--- config.mk ---
export PLATFORM = sky130hd
export DESIGN_NAME = mc_control_fsm
export DESIGN_NICKNAME = d
export VERILOG_FILES = /design/src/rtl/mc_control_fsm.sv
export SDC_FILE = /design/constraint.sdc
export NUM_CORES = 1
export LEC_CHECK = 0
export ABC_AREA = 0
export ABC_CLOCK_PERIOD_IN_PS = 1700
export BUFFER_PORTS_ARGS = -buffer_cell sky130_fd_sc_hd__buf_2
export CORE_MARGIN = 5
export CORE_UTILIZATION = 30
export DETAILED_ROUTE_END_ITERATION = 6
export PLACE_DENSITY_LB_ADDON = 0.05
export SKIP_CTS_REPAIR_TIMING = 1
export SLEW_MARGIN = 20
export SYNTH_ARGS = -nofsm -noshare
export SYNTH_HDL_FRONTEND = slang
export SYNTH_SLANG_ARGS = --single-unit
--- constraint.sdc ---
create_clock -name clk -period 1.7 [get_ports clk]
set_input_delay 0.34 -clock clk [delete_from_list [all_inputs] [get_ports clk]]
set_output_delay 0.34 -clock clk [all_outputs]
set_load 0.05 [all_outputs]
--- src/rtl/mc_control_fsm.sv ---
// Main control FSM for the multicycle processor: sequences fetch/decode/execute
// for R-type, lw, sw, beq, j and addi, with memory states stretched on mem_ready.
module mc_control_fsm #(
    parameter bit MEM_WAIT_EN = 1'b1
) (
    input  logic       clk,
    input  logic       rst,
    input  logic [5:0] opcode,
    input  logic       mem_ready,
    output logic       pc_write,
    output logic       pc_write_cond,
    output logic [1:0] pc_src,
    output logic       i_or_d,
    output logic       mem_read,
    output logic       mem_write,
    output logic       ir_write,
    output logic       mem_to_reg,
    output logic       reg_dst,
    output logic       reg_write,
    output logic       alu_src_a,
    output logic [1:0] alu_src_b,
    output logic [1:0] alu_op,
    output logic       illegal_op,
    output logic [3:0] state_o
);

    // state    | meaning
    // FETCH    | read instruction at PC, PC += 4 when memory completes
    // DECODE   | read registers, precompute branch target
    // MEMADR   | ALUOut = A + sign-extended offset
    // MEMREAD  | load data from ALUOut into MDR
    // MEMWB    | write MDR to rt
    // MEMWRITE | store B to ALUOut
    // EXEC     | R-type ALU operation
    // ALUWB    | write ALUOut to rd
    // BRANCH   | compare A and B, take branch on zero
    // ADDIEX   | A + sign-extended immediate
    // ADDIWB   | write ALUOut to rt
    // JUMP     | load jump target into PC
    // ILLEGAL  | unsupported opcode seen, parked until reset
    typedef enum logic [3:0] {
        S_FETCH    = 4'd0,
        S_DECODE   = 4'd1,
        S_MEMADR   = 4'd2,
        S_MEMREAD  = 4'd3,
        S_MEMWB    = 4'd4,
        S_MEMWRITE = 4'd5,
        S_EXEC     = 4'd6,
        S_ALUWB    = 4'd7,
        S_BRANCH   = 4'd8,
        S_ADDIEX   = 4'd9,
        S_ADDIWB   = 4'd10,
        S_JUMP     = 4'd11,
        S_ILLEGAL  = 4'd12
    } state_t;

    localparam logic [5:0] OP_RTYPE = 6'h00;
    localparam logic [5:0] OP_LW    = 6'h23;
    localparam logic [5:0] OP_SW    = 6'h2B;
    localparam logic [5:0] OP_BEQ   = 6'h04;
    localparam logic [5:0] OP_J     = 6'h02;
    localparam logic [5:0] OP_ADDI  = 6'h08;

    state_t state, state_nxt;
    logic   rdy;

    assign rdy = MEM_WAIT_EN ? mem_ready : 1'b1;

    always_ff @(posedge clk) begin
        if (rst) state <= S_FETCH;
        else     state <= state_nxt;
    end

    always_comb begin
        state_nxt = state;
        case (state)
            S_FETCH:    if (rdy) state_nxt = S_DECODE;
            S_DECODE: begin
                case (opcode)
                    OP_RTYPE:     state_nxt = S_EXEC;
                    OP_LW, OP_SW: state_nxt = S_MEMADR;
                    OP_BEQ:       state_nxt = S_BRANCH;
                    OP_J:         state_nxt = S_JUMP;
                    OP_ADDI:      state_nxt = S_ADDIEX;
                    default:      state_nxt = S_ILLEGAL;
                endcase
            end
            S_MEMADR:   state_nxt = (opcode == OP_SW) ? S_MEMWRITE : S_MEMREAD;
            S_MEMREAD:  if (rdy) state_nxt = S_MEMWB;
            S_MEMWRITE: if (rdy) state_nxt = S_FETCH;
            S_EXEC:     state_nxt = S_ALUWB;
            S_ADDIEX:   state_nxt = S_ADDIWB;
            S_MEMWB, S_ALUWB, S_ADDIWB, S_BRANCH, S_JUMP:
                        state_nxt = S_FETCH;
            S_ILLEGAL:  state_nxt = S_ILLEGAL;
            default:    state_nxt = S_ILLEGAL;
        endcase
    end

    // Moore decode; reset masks every output, including the debug state view.
    always_comb begin
        pc_write      = 1'b0;
        pc_write_cond = 1'b0;
        pc_src        = 2'b00;
        i_or_d        = 1'b0;
        mem_read      = 1'b0;
        mem_write     = 1'b0;
        ir_write      = 1'b0;
        mem_to_reg    = 1'b0;
        reg_dst       = 1'b0;
        reg_write     = 1'b0;
        alu_src_a     = 1'b0;
        alu_src_b     = 2'b00;
        alu_op        = 2'b00;
        illegal_op    = 1'b0;
        state_o       = 4'd0;
        if (!rst) begin
            state_o = state;
            case (state)
                S_FETCH: begin
                    mem_read  = 1'b1;
                    alu_src_b = 2'b01;
                    ir_write  = rdy;
                    pc_write  = rdy;
                end
                S_DECODE:   alu_src_b = 2'b11;
                S_MEMADR: begin
                    alu_src_a = 1'b1;
                    alu_src_b = 2'b10;
                end
                S_MEMREAD: begin
                    mem_read = 1'b1;
                    i_or_d   = 1'b1;
                end
                S_MEMWB: begin
                    reg_write  = 1'b1;
                    mem_to_reg = 1'b1;
                end
                S_MEMWRITE: begin
                    mem_write = 1'b1;
                    i_or_d    = 1'b1;
                end
                S_EXEC: begin
                    alu_src_a = 1'b1;
                    alu_op    = 2'b10;
                end
                S_ALUWB: begin
                    reg_write = 1'b1;
                    reg_dst   = 1'b1;
                end
                S_BRANCH: begin
                    alu_src_a     = 1'b1;
                    alu_op        = 2'b01;
                    pc_src        = 2'b01;
                    pc_write_cond = 1'b1;
                end
                S_ADDIEX: begin
                    alu_src_a = 1'b1;
                    alu_src_b = 2'b10;
                end
                S_ADDIWB:   reg_write = 1'b1;
                S_JUMP: begin
                    pc_write = 1'b1;
                    pc_src   = 2'b10;
                end
                default:    illegal_op = 1'b1;
            endcase
        end
    end

endmodule

Word-level counts from Yosys, hierarchy flattened
Index checks and enable logic that the tools add are counted.
{ "classes": {"eq_ne": 19, "muxes": 35, "reduce_logical": 11} }
{ "op_table": {"columns": ["operator", "n"], "rows": [
  ["4-bit case mux with 8 select lines", 1],
  ["1-bit two-way mux", 21],
  ["4-bit case mux with 5 select lines", 1],
  ["4-bit by 3-bit equality test with 1-bit output (second input constant)", 4],
  ["4-bit equality test (second input constant)", 4],
  ["4-bit two-way mux", 4],
  ["6-bit equality test (second input constant)", 2],
  ["12-bit OR reduction", 1],
  ["4-bit by 2-bit equality test with 1-bit output (second input constant)", 2],
  ["2-bit case mux with 2 select lines", 2],
  ["2-bit OR reduction", 4],
  ["6-bit by 2-bit equality test with 1-bit output (second input constant)", 1],
  ["6-bit by 3-bit equality test with 1-bit output (second input constant)", 1],
  ["6-bit by 4-bit equality test with 1-bit output (second input constant)", 1],
  ["6-bit logical NOT", 1],
  ["2-bit two-way mux", 3],
  ["2-bit inequality test (second input constant)", 3],
  ["2-bit case mux with 3 select lines", 1],
  ["5-bit OR reduction", 1],
  ["4-bit by 1-bit equality test with 1-bit output (second input constant)", 1],
  ["4-bit logical NOT", 1],
  ["4-bit OR reduction", 1],
  ["3-bit two-way mux", 1],
  ["3-bit AND reduction", 1],
  ["other kinds (2)", 2]
]} }
{ "totals": {"regBits": 4, "input_bits": 9, "out_inout_bits": 21, "word_cells": 66} }

Depth between registers and ports, before layout
{ "logic_depth": {"word_depth": 4, "depth_mapped": 5, "depth_no_buf": 4} }

Worst setup path after synthesis
OpenSTA, ideal clock, no wires.
{ "synth_path": {"path_type": "register -> output", "start": "reg state[1]", "end": "out pc_src[0]", "arrival_time_ns": 2.621, "t_required_ns": 1.360, "path_slack_ns": -1.261, "path_stages_with_launch": 5, "n_path_buf": 3, "path_cell_list": "dfxtp_1 > buf_6 > buf_2 > nor4_1 > buf_4"} }
{ "synth_between": {"elab_chain_cells": 3, "word_cells_on_any_way": 4, "classes_between": "2 x eq/ne; 2 x mux"} }
{ "synth_lines": {"columns": ["element", "line_no", "source"], "rows": [
  ["start, declared", "64", "state_t state, state_nxt;"],
  ["start signal, assigned", "71", "else state <= state_nxt;"],
  ["4-bit equality test", "119", "case (state)"],
  ["2-bit case mux with 2 select lines (*)", "119", null],
  ["2-bit two-way mux (*)", "117", "if (!rst) begin"],
  ["end, declared", "12", "output logic [1:0] pc_src,"]
]} }
Mark *: on every way between the ends. The rest lies on a longest branch, timed or not.

Worst setup path after layout
{ "layout_path": {"start": "reg state[0]", "end": "out reg_write"} }
{ "layout_between": {"elab_chain_cells": 4, "word_cells_on_any_way": 6, "classes_between": "3 x eq/ne; 2 x mux; 1 x reduce/logical"} }
{ "layout_lines": {"columns": ["element", "line_no", "source"], "rows": [
  ["4-bit equality test / 4-bit by 3-bit equality test with 1-bit output (equally long branches)", "119", null],
  ["3-bit OR reduction (no source line) (*)", null, null],
  ["1-bit two-way mux (*)", "119", null],
  ["1-bit two-way mux (*)", "117", null],
  ["end, declared", "19", "output logic reg_write,"]
]} }
Marked as above.

==> summary.md <==
| Metric | Value |
|---|---|
| Slew HR | 0.811 |
| Horiz. Die Dim | roughly 56 µm |
| Skew-Pair Late Insertion Delay | around 0.25 ns |
| Area of the core | slightly below 2000 µm² |
| Crit-path max FO | 7 |
| Multi-input gate area | between 600 and 700 µm² |
| CP startpoint kind | register |
| Design Power | 0.00211 W |
| H-tree levels | 1 |
| Peak supply drop | roughly 1000 µV |
| First-pass GRT wire length | approximately 3500 µm |
| Yosys Warn Count | 0 |
| Failing checks | negative setup slack |
| Layout area overhead | 92.1% |
| WL final | approximately 2300 µm |
| Nets | 150 |
| Largest net degree at the start of global routing | 14 |
| Synth area leaders | dfxtp_1 13%, nor2_1 11%, nand2b_1 7.9%, nor3_1 4.8%, xnor2_1 4.2% |
| Clk pin slew, worst setup/hold paths | around 0.040 ns |
| Synth cell types | 36 |
| Period utilization | 1.01 |
| Fmax achieved | around 580 MHz |
| Die ar. | between 3000 and 4000 µm² |
| Final Non-Filler Cells | 166 |
| Net Count, Synth | between 100 and 150 |
| WHS Path Cells | 3 |
| Initial antenna violation count | 0 |
| Port Buf Inserts | 29 |
| Status | finished, violations left |
| Fin. max-slew vios | 0 |
| Worst Hold Class | in2reg |
| Setup CP Type | reg2out |
| Grt ovf | 0 |
| Setup WS post-layout | -0.0119 ns |
| Starting Density | 0.318 |
| TritonCTS clock tree | built |
| WL per Instance | 13.9 µm |
| # setup viols final | 1 |
| Top Registers | state: 4 flops |
| Cells after synthesis | 94 |
| Dpl hpwl | 1770 µm |
| Dpl ws | 0.0252 ns |
| Number of global-route vias before repair | between 700 and 800 |
| Number of fill cells in the layout | between 150 and 200 |
| RSZ-0062 raised after global routing | yes |
| Worst-Margin Slew | around 0.28 ns |
| ANT nets after route | 0 |
| Clk sinks | 4 |
| I/O pins | 30 |
| Sequential cell area fraction in the yosys report | 0.127 |
| Largest register by flop count | state |
| Die H | 55.8 µm |
| Placed cells | 157 |
| Layout cells sized above 1 | 0.619 |
| Top cell type's share of synthesized area | 0.127 |
| Number of max-cap violations | 0 |
| Routability cong. | 0.830 |
| CTS Buf Count | 3 |
| Via-to-Cell Ratio | a little over 5 |
| Worst EP required | between 1 and 1.5 ns |
| Leading area contributor after synthesis | dfxtp_1 |
| ANT cells | 0 |
| Minimum clock period | ~1.7 ns |
| Number of flip-flops in the largest register | 4 |
| Fin. Hold Viols | 0 |
| Post-Syn Area | 631 µm² |
| Root buf cell | clkbuf_4 |
| Worst clock skew | between 0.01 and 0.015 ns |
| Vias | 858 |
| DRT iter0 DRCs | 24 |
| Critical Path End Type | output pin |
| Leakage | 0.510 nW |
| CTS Buffer Depth | 2 |
| CP arrival | 1.37 ns |
| Drc violations | 0 |
| DRT Pass-1 Iters | 4 |
| Syn Area/Cell | about 6.7 µm² |
| Pwr dens | between 1500 and 2000 nW/µm² |
| Seq cells post-synth | 4 |
| Worst r2r path cells | 7 |
| Storage element area | roughly 95 µm² |
| FP Rows | 16 |
| Global Route Usage Sum | 0.135 |
## final timing paths
kind             start  slack (ns)   endpoint
max           state[0]       -0.01  reg_write
min          opcode[4]        0.40   state[2]
max reg2reg   state[2]        0.16   state[3]
min reg2reg   state[0]        0.74   state[3]
## critical path: stages, from the launching register on
cell      delay (ns)
dfxtp_4         0.36
nand2b_4        0.14
or3_4           0.34
a21oi_4         0.13
buf_6           0.17
## placed cells by master, fill, tap and decap left out, types with 2 or more instances in the layout
cell,count
a311oi_1,2
buf_6,12
nor2b_1,2
xnor2_1,3
nor3_4,4
o21ai_0,3
buf_2,12
nand2b_1,5
a21oi_1,2
nor2_1,12
or3_1,2
nor2_2,5
o21a_1,2
buf_4,23
nand2b_2,2
or3_4,2
nand2_1,3
inv_1,2
clkbuf_4,6
dfxtp_4,4
nor4_4,2
## final cells by class
| class | count | share of cell area |
|---|---|---|
| multi-input cells | 78 | 0.524 |
| well taps | 27 | 0.0279 |
| inverters | 3 | 0.0124 |
| repair buffers | 51 | 0.339 |
| flip-flops and latches | 4 | 0.0785 |
| clock buffers | 3 | 0.0186 |
## synthesized netlist by cell type
cell,count
nor4b_1,1
or3_1,4
nor2b_1,3
nand2_1,3
and3_1,2
nor2_1,18
o2111ai_1,1
nor4_1,3
a21boi_0,1
nand2b_1,8
inv_1,3
a21o_1,1
and4_2,1
and2_0,1
nor3_1,6
o32ai_1,1
o31ai_1,1
a2bb2oi_1,1
buf_4,1
o21a_1,2
o2bb2ai_1,1
xnor2_1,3
o22a_1,1
clkbuf_1,2
a221oi_2,1
nand3b_1,1
or2_2,1
o21ai_0,4
a2bb2oi_2,1
nand4b_1,1
buf_6,1
o41ai_2,1
dfxtp_1,4
buf_2,5
a311oi_1,2
a21oi_1,3
## logic make-up after synthesis
family | synth area share
buffers and inverters | 0.0992
AND/OR/NAND/NOR | 0.446
flip-flops | 0.127
XOR/XNOR | 0.0417
AO/OA/AOI/OAI | 0.286
## per-layer routing
layer	track usage	routed length, µm	vias to the layer above
met4	0.0305	13	0
met3	0.0302	121	2
met5	0	0	-
met1	0.160	951	403
li1	-	-	430
met2	0.247	1220	23
## stage by stage
stage                util  instance area [µm²]  TNS [ns]  hold WS [ns]
CTS                 0.505                 1000     -2.53         0.396
detailed placement  0.494                  978         0         0.639
global route        0.611                 1210    -0.321         0.406
finish              0.611                 1210   -0.0119         0.398
global placement    0.494                  978         0         0.663
floorplan               -                  733     -1.52         0.494
## power by group
group	internal (W)	switching [W]	total, W
combinational	0.000743	0.000970	0.00171
sequential	0.000158	0.000110	0.000268
clock	0.0000795	0.0000462	0.000126
total	0.000980	0.00113	0.00211
No activity file was read; power rests on OpenSTA's default activity.
